`src/rtl/simplerisc_pkg.sv`:
```
// Shared types and constants for the SimpleRISC fetch-side sequencer.
// Imported by the sequencer top and its counter sub-module.
package simplerisc_pkg;

    typedef logic [31:0] word_t;

    typedef enum logic {
        RUN  = 1'b0,
        HALT = 1'b1
    } seq_state_e;

    localparam word_t PC_STEP          = 32'd4;
    localparam word_t RESET_PC_DEFAULT = 32'h0000_0000;
    localparam word_t COUNT_MAX        = 32'hFFFF_FFFF;

endpackage

```
`src/rtl/pc_sequencer_sat_counter.sv`:
```
// 32-bit saturating event counter with enable and synchronous reset.
// Sticks at all-ones instead of wrapping.
module sat_counter
    import simplerisc_pkg::*;
(
    input  logic  clk,
    input  logic  rst,
    input  logic  en,
    output word_t count
);

    word_t cnt_d;
    word_t cnt_q;

    always_comb begin
        cnt_d = cnt_q;
        if (en && (cnt_q != COUNT_MAX)) begin
            cnt_d = cnt_q + 32'd1;
        end
    end

    always_ff @(posedge clk) begin
        if (rst) begin
            cnt_q <= '0;
        end else begin
            cnt_q <= cnt_d;
        end
    end

    assign count = cnt_q;

endmodule

```
`src/rtl/pc_sequencer.sv`:
```
// SimpleRISC fetch sequencer: PC, E/GT flags, flush/stall control
// around branches, data locks and hlt, plus saturating perf counters.
module pc_sequencer
    import simplerisc_pkg::*;
#(
    parameter word_t RESET_PC = RESET_PC_DEFAULT
) (
    input  logic  clk,
    input  logic  rst,
    input  logic  isBranchTaken,
    input  word_t branchPC,
    input  logic  isDataLock,
    input  logic  isCmp,
    input  logic  cmpE,
    input  logic  cmpGT,
    input  logic  isHalt,
    output word_t pc,
    output logic  fetchEn,
    output logic  stallIF,
    output logic  flushIF,
    output logic  flushOF,
    output logic  flagE,
    output logic  flagGT,
    output logic  halted,
    output word_t cycleCount,
    output word_t branchCount,
    output word_t stallCount
);

    seq_state_e state_d, state_q;
    word_t      pc_d, pc_q;
    logic       flag_e_d, flag_e_q;
    logic       flag_gt_d, flag_gt_q;

    logic run;
    logic halt_go;
    logic branch_go;
    logic lock_go;

    // Priority: halt > taken branch > data lock > sequential.
    assign run       = (state_q == RUN);
    assign halt_go   = run && isHalt;
    assign branch_go = run && !isHalt && isBranchTaken;
    assign lock_go   = run && !isHalt && !isBranchTaken && isDataLock;

    always_comb begin
        state_d   = state_q;
        pc_d      = pc_q;
        flag_e_d  = flag_e_q;
        flag_gt_d = flag_gt_q;
        fetchEn   = run;
        stallIF   = lock_go;
        flushIF   = halt_go || branch_go;
        flushOF   = halt_go || branch_go;

        unique case (1'b1)
            !run:      pc_d = pc_q;
            halt_go:   state_d = HALT;
            branch_go: pc_d = branchPC;
            lock_go:   pc_d = pc_q;
            default:   pc_d = pc_q + PC_STEP;
        endcase

        if (run && isCmp) begin
            flag_e_d  = cmpE;
            flag_gt_d = cmpGT;
        end
    end

    always_ff @(posedge clk) begin
        if (rst) begin
            state_q   <= RUN;
            pc_q      <= RESET_PC;
            flag_e_q  <= 1'b0;
            flag_gt_q <= 1'b0;
        end else begin
            state_q   <= state_d;
            pc_q      <= pc_d;
            flag_e_q  <= flag_e_d;
            flag_gt_q <= flag_gt_d;
        end
    end

    sat_counter u_cycle_cnt (
        .clk   (clk),
        .rst   (rst),
        .en    (run),
        .count (cycleCount)
    );

    sat_counter u_branch_cnt (
        .clk   (clk),
        .rst   (rst),
        .en    (branch_go),
        .count (branchCount)
    );

    sat_counter u_stall_cnt (
        .clk   (clk),
        .rst   (rst),
        .en    (lock_go),
        .count (stallCount)
    );

    assign pc     = pc_q;
    assign flagE  = flag_e_q;
    assign flagGT = flag_gt_q;
    assign halted = (state_q == HALT);

endmodule

```
`config.mk`:
```
export PLATFORM = sky130hd
export DESIGN_NAME = pc_sequencer
export DESIGN_NICKNAME = d
export VERILOG_FILES = /design/src/rtl/simplerisc_pkg.sv /design/src/rtl/pc_sequencer_sat_counter.sv /design/src/rtl/pc_sequencer.sv
export SDC_FILE = /design/constraint.sdc
export NUM_CORES = 1
export LEC_CHECK = 0
export CAP_MARGIN = 20
export CORE_ASPECT_RATIO = 1.1
export CORE_MARGIN = 2
export CORE_UTILIZATION = 40
export DETAILED_ROUTE_END_ITERATION = 16
export HOLD_SLACK_MARGIN = 0.03
export PLACE_DENSITY = 0.76
export SYNTH_ARGS = -nofsm -noshare
export SYNTH_HDL_FRONTEND = slang
export SYNTH_SLANG_ARGS = --single-unit
```
`constraint.sdc`:
```
create_clock -name clk -period 6.04 [get_ports clk]
set_input_delay 1.208 -clock clk [delete_from_list [all_inputs] [get_ports clk]]
set_output_delay 1.208 -clock clk [all_outputs]
set_load 0.01 [all_outputs]
```
==> flow_metrics.tcl <==
set metrics [dict create \
    yosysWarnings 0 \
    synth_most_common_cell "dfxtp_1" \
    p_leak_nw 2.93 \
    cp-end-kind "primary output" \
    netlist_area_mm2 0.00690 \
    cts.sinks 131 \
    postRouteAntennaNets 0 \
    fin_crit_ns 4.33 \
    path_clk_slew_ns 0.05 \
    critPathKind "in -> out" \
    rsz0062_at_grt "false" \
    cts_resized 0 \
    hold_violations 0 \
    ys.flop_type "dfxtp_1" \
    start_kind "input pin" \
    antenna_found_initial 0 \
    ios 175 \
    finalSetupTns_ns 0 \
    highest_layer "met4" \
    slew_headroom_pct 39.2 \
    first_iter_violations 431 \
    crit_start "isBranchTaken" \
    cts_tree "yes" \
    drt-vias-per-instance 5.72 \
    drtPass1Iterations 5 \
    critPathRequiredTime_ns 4.83 \
    wl_met1_mm 8.63 \
    rows 50 \
    seq_area_frac_synth_pct 38.0 \
    tightestPinTransition_ns 0.906 \
    vias 7158 \
    vdd_drop_max_mv 0.173 \
    hp-start "pc[1]" \
    path_buf_inv 2 \
    drc 0 \
    die_x_um 129 \
    async_reset_ff_share_pct 0 \
    synth_edf_count 0 \
    groute.usage.overall_pct 21.1 \
    slew_viol_final 0 \
    final_nets 1049 \
    synthDistinctLibCells 60 \
    htree_levels 4 \
    hold_buffers 0 \
    dr_wl_met2_mm 9.29 \
    period_share_pct 71.7 \
    antenna_cells 0 \
    clk_path_buf_depth 2 \
    timing.rr.start "halted" \
    crit_top_cell "clkdlybuf4s50_1" \
    wl_mm 19.5 \
    grt_pass1_vias 6514 \
    syn_nets 906 \
    cts_buffers 17 \
    synth_seq_cells 131 \
    status "complete, no violations" \
    insertion_delay_ns 0.42 \
    worstPathArrival_ns 3.12 \
    finalSetupViolCount 0 \
    layout-drive-gt1-share_pct 6.97 \
    hp-class "reg -> reg" \
    globalRouteOverflowTotal 0 \
    synth_top_area_cell "dfxtp_1" \
    maxCapViolations 0 \
    cp_max_fo 10 \
    gp_congestion 0.819 \
    syn_inst 862 \
    dieArea_mm2 0.0183 \
    start_util_pct 40.7 \
    cts-root-buf "clkbuf_16" \
    cp_slowest_cell "clkdlybuf4s50_1" \
    synth_top_area_share_pct 38.0 \
    synth.area.top_cells "dfxtp_1 38%, a21oi_1 5.4%, o21ai_0 4.2%, nor2_1 4.1%, or3_1 3.6%" \
    dp_hpwl_mm 13.5 \
    max_freq_mhz 231 \
    cpPeakStageDelay_ns 0.66 \
    critical-path-top-delay-family "buffers and inverters" \
    yosys-top-cells-count "131 x dfxtp_1, 76 x nor2_1, 74 x a21oi_1" \
    p_total_mw 2.08 \
    setup_slack_ns 1.71 \
    grt_start_max_net_pins 60 \
    wl_per_cell_um 15.6 \
    cellPowerDensity_mw_per_mm2 222 \
    fin_skew_ns 0.0165 \
    area_growth_syn_to_layout_pct 35.6 \
    dp_slack_ns 1.69 \
    grt_pass1_wl_mm 31.8 \
    critical_path.cell_chain "clkdlybuf4s50_1 -> nor4b_4 -> clkdlybuf4s50_1" \
    core_area_mm2 0.0170 \
    cts_setup_buffers 0 \
    synth_area_per_cell_um2 8.01 \
    die_h_um 142 \
    port_buffers 174 \
    wl_met3_mm 1.27 \
]
==> metrics by stage <==
| stage | hold WS [ns] | utilization [%] | cell area (µm²) | std cells |
|---|---|---|---|---|
| after detailed placement | 0.455 | 51.8 | 8780 | 1220 |
| final | 0.456 | 55.2 | 9360 | 1252 |
| after CTS | 0.462 | 55.2 | 9360 | 1252 |
| after floorplan | 0.481 | - | 6900 | 862 |
| after global placement | 0.444 | 51.8 | 8780 | 1220 |
| after global routing | 0.498 | 55.2 | 9360 | 1252 |
==> report_power, final <==
part	switching [mW]	leakage, nW	internal (mW)	total (mW)
combinational	0.0787	1.59	0.0757	0.154
sequential	0.0201	1.06	0.879	0.899
clock	0.385	0.283	0.638	1.02
total	0.483	2.93	1.59	2.08
==> final timing paths <==
check,to,slack (ns),cells after the start
hold / removal,pc[1],0.46,2
setup reg to reg,u_stall_cnt.count[30],3.31,5
setup / recovery,stallIF,1.71,3
hold reg to reg,pc[1],0.46,2
==> state kept, by name (all words and copies together) (netlist names) <==
name                count
pc                     32
u_branch_cnt.count     32
flagE                   1
u_stall_cnt.count      32
halted                  1
u_cycle_cnt.count      32
flagGT                  1
==> layout make-up <==
cell class / count / area (µm²)
multi-input cells: 656 / 4000
repair buffers: 181 / 1790
fillers: 1569 / 7600
flip-flops and latches: 131 / 2620
inverters: 18 / 67.6
well taps: 234 / 293
clock inverters: 9 / 104
clock buffers: 23 / 478
==> cells in the final DEF, fill, tap and decap left out, types with 19 or more instances in the layout <==
cell / count
o21ai_0: 58
dfxtp_1: 131
clkdlybuf4s50_1: 173
nand4_1: 35
nor2_1: 76
or3_1: 40
nor4_1: 22
a21oi_1: 74
or4_1: 21
nand3_1: 45
nand2_1: 55
nor2b_1: 19
nor3_1: 19
==> tightest hold or removal path, delay by kind of cell (launching register included) <==
family	cells	cell delay [ns]
flops	1	0.30
compound gates	1	0.05
simple gates	1	0.05
==> per-layer routing <==
layer | vias up | GRT usage (%)
met2 | 242 | 35.0
met1 | 3364 | 26.5
met3 | 27 | 5.24
met5 | - | 0
met4 | 0 | 7.67
li1 | 3525 | -
==> cell families (layout without fill, tap and decap cells) <==
kind of cell / after synthesis / in the layout / synth area share [%]
adders and majority gates: 4 / 4 / 0.725
and+or+nand+nor: 396 / 396 / 32.1
DFF: 131 / 131 / 38.0
xor gates and xnor gates: 21 / 21 / 2.67
AOI/OAI and AO/OA: 214 / 214 / 18.9
muxes: 21 / 21 / 3.32
buffers and inverters: 75 / 231 / 4.28
(Power assumes the default switching activity.)
